$ cat src/rtl/pwm_pkg.sv
// Shared types and constants for the register-driven PWM block.
// fade_step() is used only when PWM_FADE_EN is defined.
package pwm_pkg;

    localparam logic [7:0] STEP_MAX     = 8'd254;
    localparam int         CTRL_EN_BIT  = 0;
    localparam int         CTRL_INV_BIT = 1;

    typedef logic [7:0] duty_t;

    // One count toward target; holds once equal, so 0->255 takes 255 calls.
    function automatic duty_t fade_step(input duty_t current, input duty_t target);
        duty_t result;
        result = current;
        if (current < target) begin
            result = current + 8'd1;
        end else if (current > target) begin
            result = current - 8'd1;
        end
        return result;
    endfunction

endpackage

$ cat src/rtl/pwm_channel.sv
// One PWM channel: duty shadow register, step compare and registered output.
// With PWM_FADE_EN defined the shadow ramps one count per period toward duty_in.
module pwm_channel
    import pwm_pkg::*;
(
    input  logic  clock,
    input  logic  reset,
    input  logic  enable,
    input  logic  wrap,
    input  duty_t duty_in,
    input  duty_t step_cnt,
    input  logic  sh_invert,
    output logic  pwm_out
);

    duty_t sh_duty;

    // NOTE: shadows are real state the compare reads on the first enabled
    // clock, so they sit in the reset branch alongside the output flop.
    always_ff @(posedge clock or posedge reset) begin
        if (reset) begin
            sh_duty <= '0;
            pwm_out <= 1'b0;
        end else begin
            if (!enable) begin
                sh_duty <= duty_in;
`ifdef PWM_FADE_EN
            end else if (wrap) begin
                sh_duty <= fade_step(sh_duty, duty_in);
`else
            end else if (wrap) begin
                sh_duty <= duty_in;
`endif
            end
            // Disabled forces 0 whatever the invert shadow says.
            pwm_out <= enable & ((step_cnt < sh_duty) ^ sh_invert);
        end
    end

endmodule

$ cat src/rtl/reg_pwm_driver.sv
// PWM driver fed from the I2C register bank; shadows update only at period wrap.
// Optional build macro PWM_FADE_EN ramps duty one count per period (see pwm_channel).
module reg_pwm_driver
    import pwm_pkg::*;
#(
    parameter int unsigned CHANNELS = 4
) (
    input  logic                  clock,
    input  logic                  reset,
    input  logic [8*CHANNELS-1:0] duty_in,
    input  logic [7:0]            prescale_in,
    input  logic [7:0]            ctrl_in,
    output logic [CHANNELS-1:0]   pwm_out,
    output logic                  period_start,
    output logic                  active
);

    logic  enable;
    logic  tick;
    logic  wrap;
    duty_t pre_cnt;
    duty_t step_cnt;
    duty_t sh_prescale;
    logic  sh_invert;
    logic  unused_ctrl;

    // Enable is deliberately not shadowed: a change acts on the next clock.
    assign enable      = ctrl_in[CTRL_EN_BIT];
    assign unused_ctrl = ^ctrl_in[7:2];

    // NOTE: every always_comb output gets a default first so no path
    // leaves it unassigned and infers a latch.
    always_comb begin
        tick = 1'b0;
        wrap = 1'b0;
        if (enable) begin
            tick = (pre_cnt == sh_prescale);
            wrap = tick && (step_cnt == STEP_MAX);
        end
    end

    // NOTE: sequential state uses non-blocking assignments only, so every
    // flop samples pre-edge values regardless of statement order.
    always_ff @(posedge clock or posedge reset) begin
        if (reset) begin
            pre_cnt      <= '0;
            step_cnt     <= '0;
            sh_prescale  <= '0;
            sh_invert    <= 1'b0;
            period_start <= 1'b0;
            active       <= 1'b0;
        end else if (!enable) begin
            pre_cnt      <= '0;
            step_cnt     <= '0;
            sh_prescale  <= prescale_in;
            sh_invert    <= ctrl_in[CTRL_INV_BIT];
            period_start <= 1'b0;
            active       <= 1'b0;
        end else begin
            active       <= 1'b1;
            // First clock of step 0 covers both the enable rise and every wrap.
            period_start <= (pre_cnt == 8'd0) && (step_cnt == 8'd0);
            if (tick) begin
                pre_cnt  <= '0;
                step_cnt <= wrap ? 8'd0 : step_cnt + 8'd1;
            end else begin
                pre_cnt  <= pre_cnt + 8'd1;
            end
            if (wrap) begin
                sh_prescale <= prescale_in;
                sh_invert   <= ctrl_in[CTRL_INV_BIT];
            end
        end
    end

    for (genvar k = 0; k < CHANNELS; k++) begin : g_ch
        pwm_channel u_channel (
            .clock     (clock),
            .reset     (reset),
            .enable    (enable),
            .wrap      (wrap),
            .duty_in   (duty_in[8*k +: 8]),
            .step_cnt  (step_cnt),
            .sh_invert (sh_invert),
            .pwm_out   (pwm_out[k])
        );
    end

endmodule

$ cat config.mk
export PLATFORM = sky130hd
export DESIGN_NAME = reg_pwm_driver
export DESIGN_NICKNAME = d
export VERILOG_FILES = /design/src/rtl/pwm_pkg.sv /design/src/rtl/pwm_channel.sv /design/src/rtl/reg_pwm_driver.sv
export SDC_FILE = /design/constraint.sdc
export NUM_CORES = 1
export LEC_CHECK = 0
export BUFFER_PORTS_ARGS = -buffer_cell sky130_fd_sc_hd__buf_2
export CAP_MARGIN = 10
export CORE_MARGIN = 5
export CORE_UTILIZATION = 40
export DETAILED_ROUTE_END_ITERATION = 16
export HOLD_SLACK_MARGIN = 0.15
export MAX_ROUTING_LAYER = met4
export PLACE_DENSITY = 0.68
export SYNTH_ARGS = -nofsm -noshare
export SYNTH_HDL_FRONTEND = slang
export SYNTH_SLANG_ARGS = --single-unit
export TNS_END_PERCENT = 10
$ cat constraint.sdc
create_clock -name clock -period 2.8 [get_ports clock]
set_input_delay 0.14 -clock clock [delete_from_list [all_inputs] [get_ports clock]]
set_output_delay 0.14 -clock clock [all_outputs]
set_load 0.01 [all_outputs]
Yosys cells after proc, flatten, opt, wreduce, memory -nomap -nowiden. Index checks and enable logic that the tools add are counted. Widths: inputs -> output; s select.

Bitwise operators: 8. Magnitude comparators: 4. Mux-type cells: 21. Eq/ne operators: 4. Reduce and logical (&&, ||, !) cells: 4. $add $sub $neg: 2.

Operators by type and width (count): $mux 8 (15); $lt 8x8->1 (4); $add 8x1->8 const B (2); $logic_not 8->1 (2); $eq 8x8->1 (1); $eq 8x8->1 const B (1); $mux 1 (6); $and 1x1->1 (4); $ne 2x1->1 const B (2); $xor 1x1->1 (4); $logic_and 1x1->1 (2).

Logic and storage cells: 57. Input bits: 50. Output and inout bits: 6. Register bits: 63.

Depth between registers and ports, before layout. Gate-level depths: netlist of run 1.

Word-level depth: 6. Depth in mapped cells: 9. Depth with buffers taken out: 7.

Hierarchy. Synthesis of run 1 repeated with hierarchy kept, for this count alone.

Cells, all modules: 350. Area, all modules: 3557.2 um2.

By module, submodules not included: pwm_channel (times used 4, cells an instance 56, area an instance 533.0 um2); reg_pwm_driver (times used 1, cells an instance 126, area an instance 1425.1 um2).

Least setup slack after synthesis of run 1. OpenSTA, ideal clock, no wires.

Path kind: reg2reg. Start point: reg step_cnt[0]. End point: reg g_ch[2].u_channel.sh_duty[0]. Stages on the path, launching flop included: 10. Path slack: 0.845 ns. Period minus slack after synthesis: 1.955 ns. Arrival time: 1.830 ns. Data required time: 2.675 ns. Cell sequence: dfrtp_1 clkbuf_1 inv_1 ha_1 nand2_1 nor3_1 nand3_2 nand2_4 buf_6 mux2_2.

Word-level cells in the longest chain between the ends: 4.

RTL lines: start, declared (RTL line reg_pwm_driver.sv:22) `duty_t step_cnt;`; start signal, assigned (RTL line reg_pwm_driver.sv:65) `step_cnt <= wrap ? 8'd0 : step_cnt + 8'd1;`; $eq 8x8->1 (RTL line reg_pwm_driver.sv:38) `wrap = tick && (step_cnt == STEP_MAX);`; $logic_and 1x1->1 (RTL line reg_pwm_driver.sv:38); $mux 1 (RTL line reg_pwm_driver.sv:36) `if (enable) begin`; $ne 2x1->1 (no source line); end signal, assigned (RTL line pwm_channel.sv:26) `sh_duty <= duty_in;`; end signal, assigned (RTL line pwm_channel.sv:32) `sh_duty <= duty_in;`; end, declared (RTL line pwm_channel.sv:16) `duty_t sh_duty;`.

Every way passes these cells. A chain may end at the register's enable or synchronous reset.

Worst setup path after layout of run 1.
Start point: reg step_cnt[0]. End point: reg g_ch[0].u_channel.sh_duty[3].

Word-level cells in the longest chain between the ends: 4.

RTL lines (RTL line): $eq 8x8->1 (reg_pwm_driver.sv:38); $logic_and 1x1->1 (reg_pwm_driver.sv:38); $mux 1 (reg_pwm_driver.sv:36); $ne 2x1->1 (no source line); end signal, assigned (pwm_channel.sv:26); end signal, assigned (pwm_channel.sv:32); end, declared (pwm_channel.sv:16).

Every way passes these cells.

==> impl_metrics.json, run 1 <==
{
  "yosysTopAreaCellShare_pct": 45.50,
  "finalHoldViolCount": 0,
  "criticalPathCategory": "reg -> reg",
  "synthTopCellsByCount": "dfrtp_1 (63), inv_1 (35), ha_1 (33)",
  "placementRows": 34,
  "max-clock-path-buffers": 2,
  "vias": 2505,
  "fin_util_pct": 51.44,
  "ys_warn_count": 0,
  "synth_edf_count": 0,
  "drt.antenna.violating_nets": 0,
  "drv_cap": 0,
  "netlist_instances": 302,
  "drt_iter0_markers": 104,
  "wl_per_cell_um": 13.74,
  "postSynthAreaPerCell_um2": 11.47,
  "grt_pass1_wl_um": 11920,
  "cts_sinks": 63,
  "dp_hpwl_um": 5011,
  "syn_area_um2": 3465,
  "drive_above_1_share_pct": 26.98,
  "synthMostInstantiatedCell": "dfrtp_1",
  "min_period_ps": 2289,
  "fin_setup_tns_ps": 0,
  "worstMarginPinSlew_ps": 523.1,
  "setup_viol": 0,
  "cp.arrival_ps": 2510,
  "grt_max_degree": 42,
  "firstDrtPassIters": 4,
  "fin_crit_sh_pct": 81.75,
  "path_max_fanout": 24,
  "crit_path_end_kind": "register",
  "die_area_um2": 10620,
  "vdd_drop_max_uv": 375.5,
  "synth_cell_types": 37,
  "ys_seq_area_share_pct": 45.50,
  "start_util_pct": 40.32,
  "relSlewSlack_pct": 65.12,
  "remaining_drc_errors": 0,
  "track_usage_pct": 14.90,
  "worstPathRequired_ps": 3020,
  "yosys-top-cells-area": "dfrtp_1 (46%), ha_1 (12%), mux2_2 (10%), inv_1 (3.8%), mux2_1 (2.9%)",
  "cts_tree": "done",
  "wl_um": 7037,
  "routed_via_density": 4.893,
  "synthArstFlopShare_pct": 100.0,
  "nFillCells": 794,
  "path_clk_slew_ps": 60,
  "syn_nets": 385,
  "worstSetupStartpointType": "register",
  "power.density_nw_per_um2": 462.4,
  "die_y_um": 103.1,
  "synthFlopType": "dfrtp_1",
  "core_um2": 8593,
  "antenna_found_initial": 0,
  "cts-root-buf": "clkbuf_8",
  "ios": 56,
  "nets": 484,
  "skew_ps": 5.267,
  "outcome": "finished, final reports clean",
  "htreeDepth": 3,
  "worstSkewPairLatency_ps": 330,
  "yosys.area.top_type": "dfrtp_1",
  "numCtsBuffers": 9,
  "synth_seq_cells": 63,
  "slew_viol_final": 0,
  "rsz0062_at_grt": "no",
  "whs_ps": 385.6,
  "static-leakage-power_nw": 2.225,
  "grt_overflow_total": 0,
  "die_x_um": 103.1,
  "grt_pass1_vias": 2614,
  "place.gp.congestion": 0.8560,
  "io_buffers": 49,
  "p_total_w": 0.002044,
  "n_antenna_cell": 0,
  "hold_class": "in -> async",
  "fmax_mhz": 436.9,
  "syn_to_final_growth_pct": 27.59
}
## layout by cell type, fill, tap and decap left out, types with 11 or more instances in the layout
master	n
a21o_1	12
buf_2	49
clkbuf_8	13
dfrtp_1	63
dlygate4sd3_1	43
ha_1	33
inv_1	34
mux2_2	32
nor2_1	15
xnor2_1	11
## logic make-up after synthesis
logic type | count (synthesis) | share of synthesized area, %
multiplexers | 47 | 15.06
buffers and inverters | 45 | 6.176
AND/OR/NAND/NOR | 64 | 10.26
flip-flops | 63 | 45.50
adder cells (fa/ha/maj) | 33 | 11.92
XOR/XNOR | 15 | 3.792
AO/OA/AOI/OAI | 35 | 7.295
## routing by layer
layer  part of all wire [%]  vias to the layer above  track usage [%]
met5                      0                        -                -
met4                    1.1                        0            4.084
met3                    4.7                       10            3.721
met2                     49                       55            25.11
met1                     45                     1193            17.74
li1                       -                     1247                -
## sequential cells by signal, indices dropped and copies added, names as in the netlist
register                flops
g_ch.u_channel.sh_duty     32
active                      1
period_start                1
sh_prescale                 8
step_cnt                    8
sh_invert                   1
pre_cnt                     8
g_ch.u_channel.pwm_out      4
## worst paths after layout
check / from / end / slack (ps) / depth (start not counted)
setup / recovery: step_cnt[0] / g_ch[0].u_channel.sh_duty[3] / 510 / 8
hold / removal: reset / sh_prescale[6] / 390 / 3
setup reg to reg: step_cnt[0] / g_ch[0].u_channel.sh_duty[3] / 510 / 8
hold reg to reg: g_ch[2].u_channel.sh_duty[2] / g_ch[2].u_channel.sh_duty[2] / 490 / 1
max in group asynchronous: reset / pre_cnt[5] / 1510 / 4
min in group clock: g_ch[2].u_channel.sh_duty[2] / g_ch[2].u_channel.sh_duty[2] / 490 / 1
## worst max-delay path, cell delays in order, from the launching register on
cell,delay (ps)
dfrtp_1,500
inv_1,130
ha_1,140
nand2_1,60
nor3_1,360
nand3_2,180
nand2_4,100
buf_4,300
mux2_2,380
## where the power goes
part           switching [W]  internal, W  total (W)
Sequential         0.0000412     0.000981    0.00102
Clock               0.000315     0.000409   0.000724
Combinational       0.000129     0.000168   0.000298
Total               0.000486      0.00156    0.00204
## repair_timing
item                      4_1_cts  5_1_grt
hold buffers                   43        0
hold endpoints to repair       64        0
setup buffers                   0        0
gates resized for setup         0        0
## area by class of cell
cell class	instances	area, um2	area share [%]
clock buffers	14	182.7	4.132
inverters	35	131.4	2.972
multi-input cells	194	1674	37.87
flip-flops and latches	63	1577	35.66
well taps	108	135.1	3.057
repair buffers	98	720.7	16.30
## stage by stage
stage,instance area (um2),setup WS [ps],instances
2_1_floorplan,3465,845.3,302
3_3_place_gp,3807,557.5,455
3_5_place_dp,3807,500.0,455
4_1_cts,4420,475.8,512
5_1_grt,4420,321.5,512
6_report,4420,511.0,512
Power figures use the tool's default switching activity.
==> inputs of run 2 (changes only) <==
--- a/config.mk
+++ b/config.mk
@@ -5,6 +5,7 @@
 export SDC_FILE = /design/constraint.sdc
 export NUM_CORES = 1
 export LEC_CHECK = 0
+export ABC_AREA = 1
 export BUFFER_PORTS_ARGS = -buffer_cell sky130_fd_sc_hd__buf_2
 export CAP_MARGIN = 10
 export CORE_MARGIN = 5
@@ -12,7 +13,7 @@
 export DETAILED_ROUTE_END_ITERATION = 16
 export HOLD_SLACK_MARGIN = 0.15
 export MAX_ROUTING_LAYER = met4
-export PLACE_DENSITY = 0.68
+export PLACE_DENSITY = 0.67
 export SYNTH_ARGS = -nofsm -noshare
 export SYNTH_HDL_FRONTEND = slang
 export SYNTH_SLANG_ARGS = --single-unit
==> constraint.sdc (replaced) <==
create_clock -name clock -period 2.2 [get_ports clock]
set_input_delay 0.11 -clock clock [delete_from_list [all_inputs] [get_ports clock]]
set_output_delay 0.11 -clock clock [all_outputs]
set_load 0.01 [all_outputs]
==> impl_metrics.json, run 2 <==
{
  "yosysTopAreaCellShare_pct": 39.92,
  "htreeDepth": 3,
  "cp.arrival_ps": 2060,
  "hold_class": "in -> async",
  "ys_warn_count": 0,
  "syn_to_final_growth_pct": 24.68,
  "relSlewSlack_pct": 61.88,
  "firstDrtPassIters": 4,
  "cts_sinks": 63,
  "n_antenna_cell": 0,
  "track_usage_pct": 17.70,
  "outcome": "finished, final reports clean",
  "crit_path_end_kind": "register",
  "wl_um": 9551,
  "grt_overflow_total": 0,
  "worstSetupStartpointType": "register",
  "place_area_um2": 4295,
  "path_clk_slew_ps": 70,
  "ys_seq_area_share_pct": 39.92,
  "drive_above_1_share_pct": 15.51,
  "die_area_um2": 11960,
  "fmax_mhz": 561.4,
  "static-leakage-power_nw": 2.732,
  "final_area_um2": 4923,
  "vias": 3567,
  "remaining_drc_errors": 0,
  "yosys-top-cells-area": "dfrtp_1 (40%), nand2_1 (13%), nand3_1 (11%), ha_1 (10%), inv_1 (6.5%)",
  "path_max_fanout": 39,
  "io_buffers": 49,
  "nFillCells": 923,
  "nets": 684,
  "final_common_cell": "nand2_1",
  "wl_per_cell_um": 12.92,
  "grt.busiest_layer": "met2",
  "grt_max_degree": 40,
  "largest_reg_flops": 32,
  "drv_cap": 0,
  "cts_post_setup_buffers_inserted": 0,
  "dp_hpwl_um": 6523,
  "finalHoldViolCount": 0,
  "regMostFlops": "g_ch.u_channel.sh_duty",
  "synthArstFlopShare_pct": 100.0,
  "die_x_um": 109.4,
  "postSynthAreaPerCell_um2": 7.789,
  "synthMostInstantiatedCell": "nand2_1",
  "numCtsBuffers": 9,
  "max-clock-path-buffers": 2,
  "core_um2": 9684,
  "min_period_ps": 1781,
  "synth_cell_types": 26,
  "antenna_found_initial": 0,
  "grt_pass1_wl_um": 16120,
  "worstSkewPairLatency_ps": 340,
  "worstMarginPinSlew_ps": 570.9,
  "drt_iter0_markers": 114,
  "place.gp.congestion": 0.8506,
  "grt_pass1_vias": 3567,
  "cts_tree": "done",
  "synthFlopType": "dfrtp_1",
  "fin_setup_tns_ps": 0,
  "die_y_um": 109.4,
  "start_util_pct": 40.78,
  "slew_viol_final": 0,
  "rsz0062_at_grt": "no",
  "use_met2_pct": 31.04,
  "ios": 56,
  "synth_edf_count": 0,
  "yosys.area.top_type": "dfrtp_1",
  "skew_ps": 7.929,
  "netlist_instances": 507,
  "seq_area_um2": 1577,
  "multi_input_area_um2": 1899,
  "fin_crit_sh_pct": 80.97,
  "use_met3_pct": 3.641,
  "syn_area_um2": 3949,
  "startpoint": "sh_prescale[7]",
  "setup_viol": 0,
  "syn_nets": 590,
  "synth_seq_cells": 63,
  "criticalPathCategory": "reg -> reg",
  "placementRows": 36,
  "cts-root-buf": "clkbuf_8",
  "use_met1_pct": 20.53,
  "worstPathRequired_ps": 2480,
  "vdd_drop_max_uv": 303.7,
  "synthTopCellsByCount": "nand2_1 (142), nand3_1 (90), inv_1 (68)",
  "drt.antenna.violating_nets": 0,
  "routed_via_density": 4.827,
  "power.density_nw_per_um2": 594.9,
  "r2r_start": "sh_prescale[7]",
  "layout_common_cells": "nand2_1 (142), nand3_1 (90), inv_1 (67)"
}
==> run 2: path summary, 6_finish.rpt <==
path                                           endpoint  slack, ps  cells past startpoint
setup / recovery                         sh_prescale[3]        420                      8
hold / removal                           sh_prescale[1]        360                      3
setup reg to reg                         sh_prescale[3]        420                      8
hold reg to reg            g_ch[3].u_channel.sh_duty[2]        510                      2
max in group asynchronous  g_ch[1].u_channel.sh_duty[4]       1230                      4
min in group clock         g_ch[3].u_channel.sh_duty[2]        510                      2
==> run 2: per-stage QoR <==
stage                     setup WS, ps  power (W)  cells  util (%)  hold WS [ps]
after detailed placement         470.3   0.001883    680     44.35         197.7
final                            418.6   0.002929    739     50.84         361.9
after global placement           537.1   0.001861    680     44.35         190.9
after CTS                        434.3   0.002963    739     50.84         367.1
after global routing             271.7   0.003107    739     50.84         442.6
after floorplan                  520.3   0.001738    507         -         141.4
==> run 2: kinds of logic (layout without fill, tap and decap cells) <==
family                   Yosys count  in the layout  share of synthesized area, %
adder cells (fa/ha/maj)           33             33                         10.46
AND/OR/NAND/NOR                  286            286                         32.67
flip-flops                        63             63                         39.92
AO/OA/AOI/OAI                     18             18                         2.535
XOR/XNOR                          11             11                         2.440
buffers and inverters             96            195                         11.98
==> run 2: cell type report <==
cell class	instances	area share, %
clock inverter	6	1.220
inverter	72	5.489
clock buffer	10	2.795
timing repair buffer	107	16.52
sequential	63	32.02
tap	133	3.380
multi-input combinational	348	38.58
==> run 2: critical path, stage by stage, from the launching register on <==
cell,delay (ps)
dfrtp_1,460
xnor2_1,220
nand2_1,90
nor2_2,150
nand2_1,120
nand2_2,220
buf_12,250
nand3_1,120
nand2_1,70
==> run 2: per-layer routing <==
layer  routed length, um  part of all wire, %  vias to the layer above
met5                   0                    0                        -
met4                 123                  1.3                        0
met3                 345                  3.6                       14
met2                4902                   51                       64
met1                4180                   44                     1685
li1                    -                    -                     1804
==> run 2: what timing repair did <==
| action | in CTS | in global routing |
|---|---|---|
| hold endpoints to repair | 68 | 0 |
| hold buffers | 43 | 0 |
| gates resized for setup | 0 | 0 |
==> run 2: report_power, final <==
part	switching (W)	internal, W	total, W
logic	0.000332	0.000255	0.000587
registers	0.0000698	0.00126	0.00133
clock network	0.000466	0.000547	0.00101
==> inputs of run 3 (changes only) <==
--- a/config.mk
+++ b/config.mk
@@ -5,7 +5,7 @@
 export SDC_FILE = /design/constraint.sdc
 export NUM_CORES = 1
 export LEC_CHECK = 0
-export ABC_AREA = 1
+export ABC_AREA = 0
 export BUFFER_PORTS_ARGS = -buffer_cell sky130_fd_sc_hd__buf_2
 export CAP_MARGIN = 10
 export CORE_MARGIN = 5
@@ -13,7 +13,7 @@
 export DETAILED_ROUTE_END_ITERATION = 16
 export HOLD_SLACK_MARGIN = 0.15
 export MAX_ROUTING_LAYER = met4
-export PLACE_DENSITY = 0.67
+export PLACE_DENSITY = 0.7
 export SYNTH_ARGS = -nofsm -noshare
 export SYNTH_HDL_FRONTEND = slang
 export SYNTH_SLANG_ARGS = --single-unit
==> constraint.sdc (replaced) <==
create_clock -name clock -period 1.5 [get_ports clock]
set_input_delay 0.075 -clock clock [delete_from_list [all_inputs] [get_ports clock]]
set_output_delay 0.075 -clock clock [all_outputs]
set_load 0.01 [all_outputs]
==> impl_metrics.json, run 3 (same netlist as run 1, synthesis figures left out) <==
{
  "drt_iter0_markers": 117,
  "htreeDepth": 3,
  "multi_input_area_um2": 1994,
  "max-clock-path-buffers": 2,
  "outcome": "finished, violations left",
  "slew_viol_final": 0,
  "largest_reg_flops": 32,
  "nets": 534,
  "drive_above_1_share_pct": 42.76,
  "whs_ps": 358.8,
  "cp.arrival_ps": 1980,
  "layout_common_cells": "dfrtp_1 (61), buf_4 (51), buf_2 (49)",
  "r2r_start": "step_cnt[0]",
  "final_area_um2": 5235,
  "firstDrtPassIters": 5,
  "die_area_um2": 10620,
  "drt.antenna.violating_nets": 0,
  "crit_end": "g_ch[3].u_channel.sh_duty[4]",
  "nFillCells": 710,
  "criticalPathCategory": "reg -> reg",
  "r2r-end": "g_ch[3].u_channel.sh_duty[4]",
  "core_um2": 8593,
  "cts_tree": "done",
  "p_total_w": 0.004367,
  "routed_via_density": 4.833,
  "remaining_drc_errors": 0,
  "numCtsBuffers": 9,
  "regMostFlops": "g_ch.u_channel.sh_duty",
  "ff2ff_path_depth": 8,
  "fin_setup_tns_ps": -11590,
  "path_cells": "inv_4 -> ha_4 -> nand2_4 -> nor3_4 -> nand3_4 -> nand2_8 -> buf_12 -> mux2_4",
  "place.gp.congestion": 0.8662,
  "finalHoldViolCount": 0,
  "grt_pass1_wl_um": 13790,
  "seq_area_um2": 1579,
  "grt_max_degree": 36,
  "final_common_cell": "dfrtp_1",
  "die_x_um": 103.1,
  "worstSetupStartpointType": "register",
  "cpPeakStageDelay_ps": 410,
  "skew_ps": 11.71,
  "dp_hpwl_um": 5944,
  "syn_to_final_growth_pct": 51.10,
  "die_y_um": 103.1,
  "static-leakage-power_nw": 2.779,
  "relSlewSlack_pct": 69.90,
  "worstMarginPinSlew_ps": 450.4,
  "start_util_pct": 40.32,
  "min_period_ps": 1763,
  "fin_crit_sh_pct": 117.5,
  "ios": 56,
  "post-route-worst-setup-slack_ps": -262.8,
  "vdd_drop_max_uv": 376.1,
  "power.density_nw_per_um2": 834.1,
  "n_antenna_cell": 0,
  "cts_sinks": 63,
  "cts-root-buf": "clkbuf_8",
  "fmax_mhz": 567.3,
  "slowest_stage": "dfrtp_1",
  "violations": "setup timing",
  "startpoint": "step_cnt[0]",
  "worstSkewPairLatency_ps": 340,
  "antenna_found_initial": 0,
  "grt_pass1_vias": 2981,
  "setup_viol": 59,
  "track_usage_pct": 17.53,
  "hold_class": "in -> async",
  "placementRows": 34,
  "rsz0062_at_grt": "yes",
  "place_area_um2": 4355,
  "io_buffers": 49,
  "path_max_fanout": 12,
  "wl_per_cell_um": 15.06,
  "crit_path_end_kind": "register",
  "grt_overflow_total": 0,
  "path_clk_slew_ps": 70,
  "reg2reg_slack_ps": -260,
  "wl_um": 8495,
  "worstPathRequired_ps": 1710,
  "vias": 2726,
  "drv_cap": 0
}
run 3: cell type report:
type	instances	area share (%)
timing repair buffer	148	22.32
clock inverter	3	1.243
sequential	63	30.16
tap	108	2.581
multi-input combinational	194	38.10
inverter	35	2.557
clock buffer	13	3.035
run 3: metal layers:
metal  GRT usage (%)  share of wire, %
met2           29.95                52
met5               -                 0
met4           6.175               1.3
met3           4.465               4.4
met1           19.90                43
run 3: power breakdown:
group / leakage [nW] / internal (W) / switching, W
combinational: 1.89 / 0.000484 / 0.000302
sequential: 0.772 / 0.00183 / 0.0000921
clock: 0.114 / 0.00103 / 0.000633
total: 2.78 / 0.00334 / 0.00103
run 3: repair_timing:
| action | CTS | global route |
|---|---|---|
| hold endpoints to repair | 109 | 0 |
| pin swaps | 17 | 6 |
| hold buffers | 43 | 0 |
| buffers inserted | 0 | 1 |
| gates cloned | 0 | 2 |
| endpoints found under the setup margin | 61 | 62 |
| resized for setup | 16 | 15 |
run 3: critical path, delay by kind of cell, from the launching register on:
| family | cells | cell delay [ps] |
|---|---|---|
| and+or+nand+nor | 4 | 540 |
| muxes | 1 | 310 |
| adders and majority gates | 1 | 130 |
| DFF | 1 | 410 |
| buffers and inverters | 2 | 250 |
run 3: worst min path at each step:
stage                     from  cells after the start                            to  slack (ps)
global placement         reset                      3  g_ch[2].u_channel.sh_duty[4]         180
detailed placement       reset                      3  g_ch[2].u_channel.sh_duty[4]         180
floorplan           ctrl_in[0]                      0                        active         110
global route             reset                      4  g_ch[2].u_channel.sh_duty[4]         400
CTS                      reset                      4  g_ch[0].u_channel.sh_duty[1]         360
finish                   reset                      4  g_ch[2].u_channel.sh_duty[4]         360
run 3: stage by stage:
stage                     setup slack [ps]  cells  util [%]
after floorplan                     -324.6    302         -
after global placement              -255.9    502     50.68
after detailed placement            -311.0    502     50.68
after CTS                           -269.0    561     59.20
after global routing                -317.3    564     60.92
final                               -262.8    564     60.92
